**src/rtl/hazard_ctrl_pkg.sv**
```systemverilog
// Shared definitions for the pipeline hazard controller: state encodings,
// scoreboard entry layout and the source/entry match helper.
package hazard_ctrl_pkg;

  typedef enum logic [1:0] {
    StRun   = 2'd0,
    StHaz   = 2'd1,
    StMwait = 2'd2
  } hazard_state_e;

  // Scoreboard entry: {wr, rd[4:0], mem}
  localparam int unsigned SbEntryW = 7;
  localparam int unsigned SbMemBit = 0;
  localparam int unsigned SbRdLsb  = 1;
  localparam int unsigned SbRdMsb  = 5;
  localparam int unsigned SbWrBit  = 6;

  typedef logic [SbEntryW-1:0] sb_entry_t;

  // x0 never creates a dependency, and unread sources are ignored.
  function automatic logic sb_match(sb_entry_t entry, logic [4:0] rs, logic used);
    return entry[SbWrBit] && (entry[SbRdMsb:SbRdLsb] == rs) && (rs != 5'd0) && used;
  endfunction

endpackage

```
**src/rtl/hazard_scoreboard.sv**
```systemverilog
// Three-entry shadow of the EX/MEM/WB destination registers with hold and
// bubble control, plus the RAW match comparators for both ID sources.
module hazard_scoreboard
  import hazard_ctrl_pkg::*;
(
  input  logic       clk,
  input  logic       resetn,
  input  logic       hold,
  input  logic       bubble,
  input  logic       ds_valid,
  input  logic [4:0] ds_rd,
  input  logic       ds_regwrite,
  input  logic       ds_mem_access,
  input  logic [4:0] rs1,
  input  logic       rs1_used,
  input  logic [4:0] rs2,
  input  logic       rs2_used,
  output logic       rs1_hit,
  output logic       rs2_hit,
  output logic       mem_busy
);

  sb_entry_t sb_ex_q, sb_mem_q, sb_wb_q;
  sb_entry_t sb_ex_d;

  always_comb begin
    sb_ex_d = '0;
    if (ds_valid && !bubble) begin
      sb_ex_d[SbWrBit]         = ds_regwrite && (ds_rd != 5'd0);
      sb_ex_d[SbRdMsb:SbRdLsb] = ds_rd;
      sb_ex_d[SbMemBit]        = ds_mem_access;
    end
  end

  always_ff @(posedge clk or negedge resetn) begin
    if (!resetn) begin
      sb_ex_q  <= '0;
      sb_mem_q <= '0;
      sb_wb_q  <= '0;
    end else if (!hold) begin
      sb_wb_q  <= sb_mem_q;
      sb_mem_q <= sb_ex_q;
      sb_ex_q  <= sb_ex_d;
    end
  end

  // WB still counts: the regfile write lands at the end of the WB cycle.
  assign rs1_hit = sb_match(sb_ex_q, rs1, rs1_used) | sb_match(sb_mem_q, rs1, rs1_used) |
                   sb_match(sb_wb_q, rs1, rs1_used);
  assign rs2_hit = sb_match(sb_ex_q, rs2, rs2_used) | sb_match(sb_mem_q, rs2, rs2_used) |
                   sb_match(sb_wb_q, rs2, rs2_used);

  assign mem_busy = sb_mem_q[SbMemBit];

endmodule

```
**src/rtl/hazard_ctrl.sv**
```systemverilog
// Hazard/stall controller: freeze > RAW hazard > branch flush priority,
// registered cause state and a saturating stall-cycle counter.
module hazard_ctrl
  import hazard_ctrl_pkg::*;
#(
  parameter int unsigned CNT_W = 32
) (
  input  logic             clk,
  input  logic             resetn,
  input  logic             ds_valid,
  input  logic [4:0]       ds_rs1,
  input  logic [4:0]       ds_rs2,
  input  logic             ds_rs1_used,
  input  logic             ds_rs2_used,
  input  logic [4:0]       ds_rd,
  input  logic             ds_regwrite,
  input  logic             ds_mem_access,
  input  logic             ds_branch_taken,
  input  logic             mem_ready,
  output logic             pc_stall,
  output logic             fs_ds_stall,
  output logic             fs_ds_flush,
  output logic             ds_es_bubble,
  output logic             es_ms_stall,
  output logic             ms_wb_stall,
  output logic [1:0]       hazard_state,
  output logic [CNT_W-1:0] stall_cnt
);

  localparam logic [CNT_W-1:0] CntOne = {{(CNT_W-1){1'b0}}, 1'b1};

  logic             rs1_hit, rs2_hit, mem_busy;
  logic             freeze, hazard;
  hazard_state_e    state_q, state_d;
  logic [CNT_W-1:0] stall_cnt_q;

  hazard_scoreboard u_scoreboard (
    .clk           (clk),
    .resetn        (resetn),
    .hold          (freeze),
    .bubble        (ds_es_bubble),
    .ds_valid      (ds_valid),
    .ds_rd         (ds_rd),
    .ds_regwrite   (ds_regwrite),
    .ds_mem_access (ds_mem_access),
    .rs1           (ds_rs1),
    .rs1_used      (ds_rs1_used),
    .rs2           (ds_rs2),
    .rs2_used      (ds_rs2_used),
    .rs1_hit       (rs1_hit),
    .rs2_hit       (rs2_hit),
    .mem_busy      (mem_busy)
  );

  assign freeze = mem_busy & ~mem_ready;
  assign hazard = ds_valid & (rs1_hit | rs2_hit);

  always_comb begin
    pc_stall     = 1'b0;
    fs_ds_stall  = 1'b0;
    fs_ds_flush  = 1'b0;
    ds_es_bubble = 1'b0;
    es_ms_stall  = 1'b0;
    ms_wb_stall  = 1'b0;
    state_d      = StRun;
    // Outputs stay low throughout reset so a stall in flight is dropped at once.
    if (resetn) begin
      if (freeze) begin
        pc_stall    = 1'b1;
        fs_ds_stall = 1'b1;
        es_ms_stall = 1'b1;
        ms_wb_stall = 1'b1;
        state_d     = StMwait;
      end else if (hazard) begin
        // Branch decision uses stale operands here, so it is not acted on.
        pc_stall     = 1'b1;
        fs_ds_stall  = 1'b1;
        ds_es_bubble = 1'b1;
        state_d      = StHaz;
      end else begin
        fs_ds_flush = ds_valid & ds_branch_taken;
      end
    end
  end

  always_ff @(posedge clk or negedge resetn) begin
    if (!resetn) begin
      state_q     <= StRun;
      stall_cnt_q <= '0;
    end else begin
      state_q <= state_d;
      if (pc_stall && (stall_cnt_q != '1)) begin
        stall_cnt_q <= stall_cnt_q + CntOne;
      end
    end
  end

  assign hazard_state = state_q;
  assign stall_cnt    = stall_cnt_q;

endmodule

```
**config.mk**
```make
export PLATFORM = sky130hd
export DESIGN_NAME = hazard_ctrl
export DESIGN_NICKNAME = d
export VERILOG_FILES = /design/src/rtl/hazard_ctrl_pkg.sv /design/src/rtl/hazard_scoreboard.sv /design/src/rtl/hazard_ctrl.sv
export SDC_FILE = /design/constraint.sdc
export NUM_CORES = 1
export LEC_CHECK = 0
export ABC_AREA = 1
export CAP_MARGIN = 20
export CORE_MARGIN = 2
export CORE_UTILIZATION = 58
export CTS_CLUSTER_DIAMETER = 40
export DETAILED_ROUTE_END_ITERATION = 7
export GPL_ROUTABILITY_DRIVEN = 0
export PLACE_DENSITY = 0.87
export SLEW_MARGIN = 20
export SYNTH_ARGS = -nofsm -noshare
export SYNTH_HDL_FRONTEND = slang
export SYNTH_HIERARCHICAL = 1
export SYNTH_SLANG_ARGS = --single-unit
```
**constraint.sdc**
```tcl
create_clock -name clk -period 3.3 [get_ports clk]
set_clock_uncertainty 0.15 [all_clocks]
set_input_delay 0.66 -clock clk [delete_from_list [all_inputs] [get_ports clk]]
set_output_delay 0.66 -clock clk [all_outputs]
set_load 0.1 [all_outputs]
```
# --- Word-level counts from Yosys, hierarchy flattened ---
# Index checks and enable logic that the tools add are counted.
word_totals:
  register_bits: 55
  output_inout_bits: 40
  word_cells: 61
  input_bits: 24
classes:
  reduce_logical: 25
  add_sub_neg: 1
  n_bitwise: 9
  n_eq_ne: 7
  muxes: 14
op_table:
  columns: ["cell", "n"]
  rows:
  - ["32-bit by 1-bit adder with 32-bit output (second input constant)", 1]
  - ["32-bit inequality test (second input constant)", 1]
  - ["5-bit == test", 6]
  - ["1-bit logical AND", 21]
  - ["5-bit nonzero test", 3]
  - ["1-bit 2-to-1 mux", 11]
  - ["7-bit 2-to-1 mux", 1]
  - ["1-bit OR", 5]
  - ["2-bit 2-to-1 mux", 2]
  - ["1-bit AND", 3]
  - ["1-bit zero test", 1]
  - ["1-bit inverter", 1]

# --- Longest topological paths before layout ---
depth:
  depth_word: 14
  depth_mapped: 17
  mapped_depth_nobuf: 17

# --- Cells and area by module ---
# Netlist, hierarchy kept.
by_module_without_submodules:
  columns: ["module", "area_each_um2", "n_inst", "cells_per_inst"]
  rows:
  - ["hazard_ctrl", 2362.3, 1, 364]
  - ["hazard_scoreboard", 1310.0, 1, 221]

# --- Worst setup path after synthesis ---
# OpenSTA, ideal clock, no wires.
synth_path:
  path_kind: "input port to output port"
  start: "in ds_rs1[0]"
  end: "out fs_ds_flush"
  slack_ns: -0.804
  t_required_ns: 2.490
  arrival_time_ns: 3.294
  path_stages: 11
  path_cell_list: "inv_1 > nand2_1 > nand2_1 > nor2_1 > nand3_1 > nand3_1 > nand2_1 > inv_1 > inv_1 > nand2_1 > nor3_1"
synth_between:
  elab_chain_cells: 11
  elab_cells_between_ends: 20
synth_rtl:
  columns: ["element", "line_no", "source"]
  rows:
  - ["start, declared", "hazard_ctrl.sv:11", "input logic [4:0] ds_rs1,"]
  - ["5-bit == test", "hazard_ctrl_pkg.sv:22", "return entry[SbWrBit] && (entry[SbRdMsb:SbRdLsb] == rs) && (rs != 5'd0) && used;"]
  - ["1-bit logical AND (3 in a row)", "hazard_ctrl_pkg.sv:22", null]
  - ["1-bit OR", "hazard_scoreboard.sv:48", "assign rs1_hit = sb_match(sb_ex_q, rs1, rs1_used) | sb_match(sb_mem_q, rs1, rs1_used) |"]
  - ["1-bit OR *", "hazard_scoreboard.sv:48", null]
  - ["named net rs1_hit", "hazard_ctrl.sv:32", "logic rs1_hit, rs2_hit, mem_busy;"]
  - ["1-bit OR *", "hazard_ctrl.sv:56", "assign hazard = ds_valid & (rs1_hit | rs2_hit);"]
  - ["1-bit AND *", "hazard_ctrl.sv:56", null]
  - ["1-bit 2-to-1 mux *", "hazard_ctrl.sv:74", "end else if (hazard) begin"]
  - ["1-bit 2-to-1 mux *", "hazard_ctrl.sv:68", "if (freeze) begin"]
  - ["1-bit 2-to-1 mux *", "hazard_ctrl.sv:67", "if (resetn) begin"]
  - ["end, declared", "hazard_ctrl.sv:22", "output logic fs_ds_flush,"]
# The timed path passes the listed nets; every way through them passes the cells marked *.

# --- Final worst setup path ---
layout_path:
  start: "in ds_rs2[3]"
  end: "out ds_es_bubble"
layout_between:
  elab_chain_cells: 11
  elab_cells_between_ends: 20
layout_rtl:
  columns: ["element", "line_no", "source"]
  rows:
  - ["start, declared", "hazard_ctrl.sv:12", "input logic [4:0] ds_rs2,"]
  - ["5-bit == test", "hazard_ctrl_pkg.sv:22", null]
  - ["1-bit logical AND (3 in a row)", "hazard_ctrl_pkg.sv:22", null]
  - ["1-bit OR", "hazard_scoreboard.sv:50", "assign rs2_hit = sb_match(sb_ex_q, rs2, rs2_used) | sb_match(sb_mem_q, rs2, rs2_used) |"]
  - ["1-bit OR *", "hazard_scoreboard.sv:50", null]
  - ["named net rs2_hit", "hazard_ctrl.sv:32", null]
  - ["1-bit OR *", "hazard_ctrl.sv:56", null]
  - ["1-bit AND *", "hazard_ctrl.sv:56", null]
  - ["1-bit 2-to-1 mux *", "hazard_ctrl.sv:74", null]
  - ["1-bit 2-to-1 mux *", "hazard_ctrl.sv:68", null]
  - ["1-bit 2-to-1 mux *", "hazard_ctrl.sv:67", null]
  - ["end, declared", "hazard_ctrl.sv:23", "output logic ds_es_bubble,"]
# Marks and branches as above.

==> reports/qor.txt <==
Status - finished clean
Initial Util - 60.94%
Worst-Skew Late Latency - 310 ps
Clock transition at the registers of the reported paths - 100 ps
Top post-synthesis cells by area - dfrtp_1, nand2_1, nor2_1, inv_1, nand3_1
ANT nets after route - 0
CP arrival - 2380 ps
Busiest grt layer - met2
Clock sinks - 54
M2 GR Usage - 46.62%
Global-route met1 utilization - 34.54%
Post-synth top area cell - dfrtp_1
Tot GR Track Use - 27.38%
Maximum root-to-sink buffer count - 2
Maximum clock rate - 0.3139 GHz
Antenna Cells - 0
Final Cycle Share - 96.53%
CP Capture Type - output port
Inserted Clock Buffers - 5
Vias - 3836
CTS HTree Levels - 2
Slew margin rel. - 59.04%
CTS tree - yes
Initial DRC Count - 289
Fin Setup TNS - 0 ps
Worst min-delay path class - input port to async pin
Synth Net Count - 610
Layout cells sized above 1 - 12.58%
Most common cell after layout, fill and taps aside - nand2_1
Slew Viols, Final - 0
Leak Pwr - 2.423 nW
Flops & latches, synth - 54
# IOs - 64
Syn avg cell area - 6.277 um2
Placed wire-length estimate - 7121 um
Global-route wire length before repair - 15720 um
Final core occ - 74.40%
Sequential-to-total area share from yosys stat - 36.80%
Layout Cells excl Fill - 727
Mapped Cells - 585
Ys Warns - 6
Worst EP required - 2490 ps
Netlist cell types - 28
TritonRoute pass-1 iters - 5
WHS - 13.29 ps
Die H - 83.57 um
Die X - 83.57 um
Most frequent cells in the layout - nand2_1, nor2_1, inv_1, dfrtp_1, buf_4
Routed wire per std cell - 12.91 um
Pwr Density - 382.1 mW/mm2
Synth-to-Final Area Change - 22.08%
Min Tclk post-route - 3185 ps
Root buf cell - clkbuf_8
M3 GR Usage - 4.946%
Final count of negative-setup-slack endpoints - 0
Crit path max fanout - 5
Worst slack, placed - 63.16 ps
Setup Crit Path Kind - input port to output port
Routed wire length - 9387 um
Placed Cells incl. Taps - 720
Pin count of the biggest net entering global routing - 50
Total gr overflow - 0
Row Count - 28
Least-Margin Pin Slew - 614.5 ps
Core area - 0.006026 mm2
Post-Syn Area - 0.003672 mm2
Slack of the critical path - 114.6 ps
Initial antenna violation count - 0
Vias per cell - 5.276
Top-area cell type share of the netlist area - 36.80%
DIE AREA - 0.006984 mm2
Max-cap check violation count - 0
CP startpoint kind - input port
Fin nets - 677
Final Hold Fails - 0
DRC viols - 0
Vias in the first global route - 3623
Port bufs - 63
Worst vdd ir - 360.0 uV
==> report_power, final <==
group          total (mW)  switching, mW  internal, mW
Combinational       0.495          0.358         0.137
Clock               0.447          0.223         0.224
Sequential          0.771         0.0628         0.708
==> worst paths after layout <==
kind,from,to,slack [ps],cells past startpoint
min in group clk,u_scoreboard/sb_mem_q[0]$_DFFE_PN0N_,u_scoreboard/sb_mem_q[0]$_DFFE_PN0N_,380,2
setup reg to reg,u_scoreboard/sb_mem_q[4]$_DFFE_PN0N_,stall_cnt[2]$_DFFE_PN0P_,890,17
setup / recovery,ds_rs2[3],ds_es_bubble,110,14
hold reg to reg,u_scoreboard/sb_mem_q[0]$_DFFE_PN0N_,u_scoreboard/sb_mem_q[0]$_DFFE_PN0N_,380,2
hold / removal,resetn,u_scoreboard/sb_wb_q[1]$_DFFE_PN0N_,10,1
max in group asynchronous,resetn,stall_cnt[4]$_DFFE_PN0P_,2130,2
==> cell usage after synthesis <==
cell,number
a21boi_4,1
buf_12,1
nand2_4,1
nand4_1,2
nor2_4,1
buf_2,3
nor2_2,1
ha_1,1
nor2_1,74
and2_1,2
inv_1,60
nand3b_4,1
nand2_2,9
buf_8,1
xor2_1,7
nand3b_1,2
dfrtp_1,54
o22ai_1,2
nand2_8,1
nor3_1,2
nand3_1,29
o21ai_0,23
nand2_1,287
xnor2_1,7
nor2_8,2
clkbuf_1,1
buf_4,2
inv_2,8
==> flip-flops by register name (all words and copies together) (netlist names) <==
| signal | flops |
|---|---|
| u_scoreboard/sb_ex_q | 7 |
| u_scoreboard/sb_mem_q | 7 |
| u_scoreboard/sb_wb_q | 6 |
| hazard_state | 2 |
| stall_cnt | 32 |
==> timing repair <==
item | CTS | global route
setup buffers | 0 | 0
resized for setup | 0 | 7
hold buffers | 0 | 0
setup endpoints to repair | 0 | 3
==> final cells by class <==
cell class | instances | area (um2)
clock inverters | 2 | 38.79
well taps | 75 | 93.84
flip-flops and latches | 54 | 1351
fillers | 508 | 1543
repair buffers | 68 | 658.1
clock buffers | 5 | 68.82
multi-input cells | 455 | 2017
inverters | 68 | 255.2
==> cell families after synthesis <==
family | after synthesis | synth area share [%]
compound gates | 26 | 3.986
fa+ha+maj | 1 | 0.3407
simple gates | 414 | 46.71
flops | 54 | 36.80
xor+xnor | 14 | 3.339
buf+inv | 76 | 8.824
==> worst max-delay path, stage by stage <==
cell	delay [ps]
clkdlybuf4s50_1	520
inv_1	110
nand2_1	70
nand2_1	60
nor2_1	100
nand3_1	90
nand3_1	90
nand2_1	50
inv_1	40
inv_1	30
nand2_1	90
nand2_2	110
nor2_4	150
buf_12	190
==> per-layer routing <==
layer / vias up / wire length, um
li1: 1907 / -
met4: 0 / 212
met3: 26 / 649
met1: 1762 / 4061
met2: 141 / 4464
met5: - / 0
==> metrics by stage <==
step,cell area [um2],total power [mW]
after floorplan,3680,1.125
after global placement,4355,1.265
after detailed placement,4355,1.274
after CTS,4463,1.722
after global routing,4483,1.799
final,4483,1.713
(Power assumes the default switching activity.)
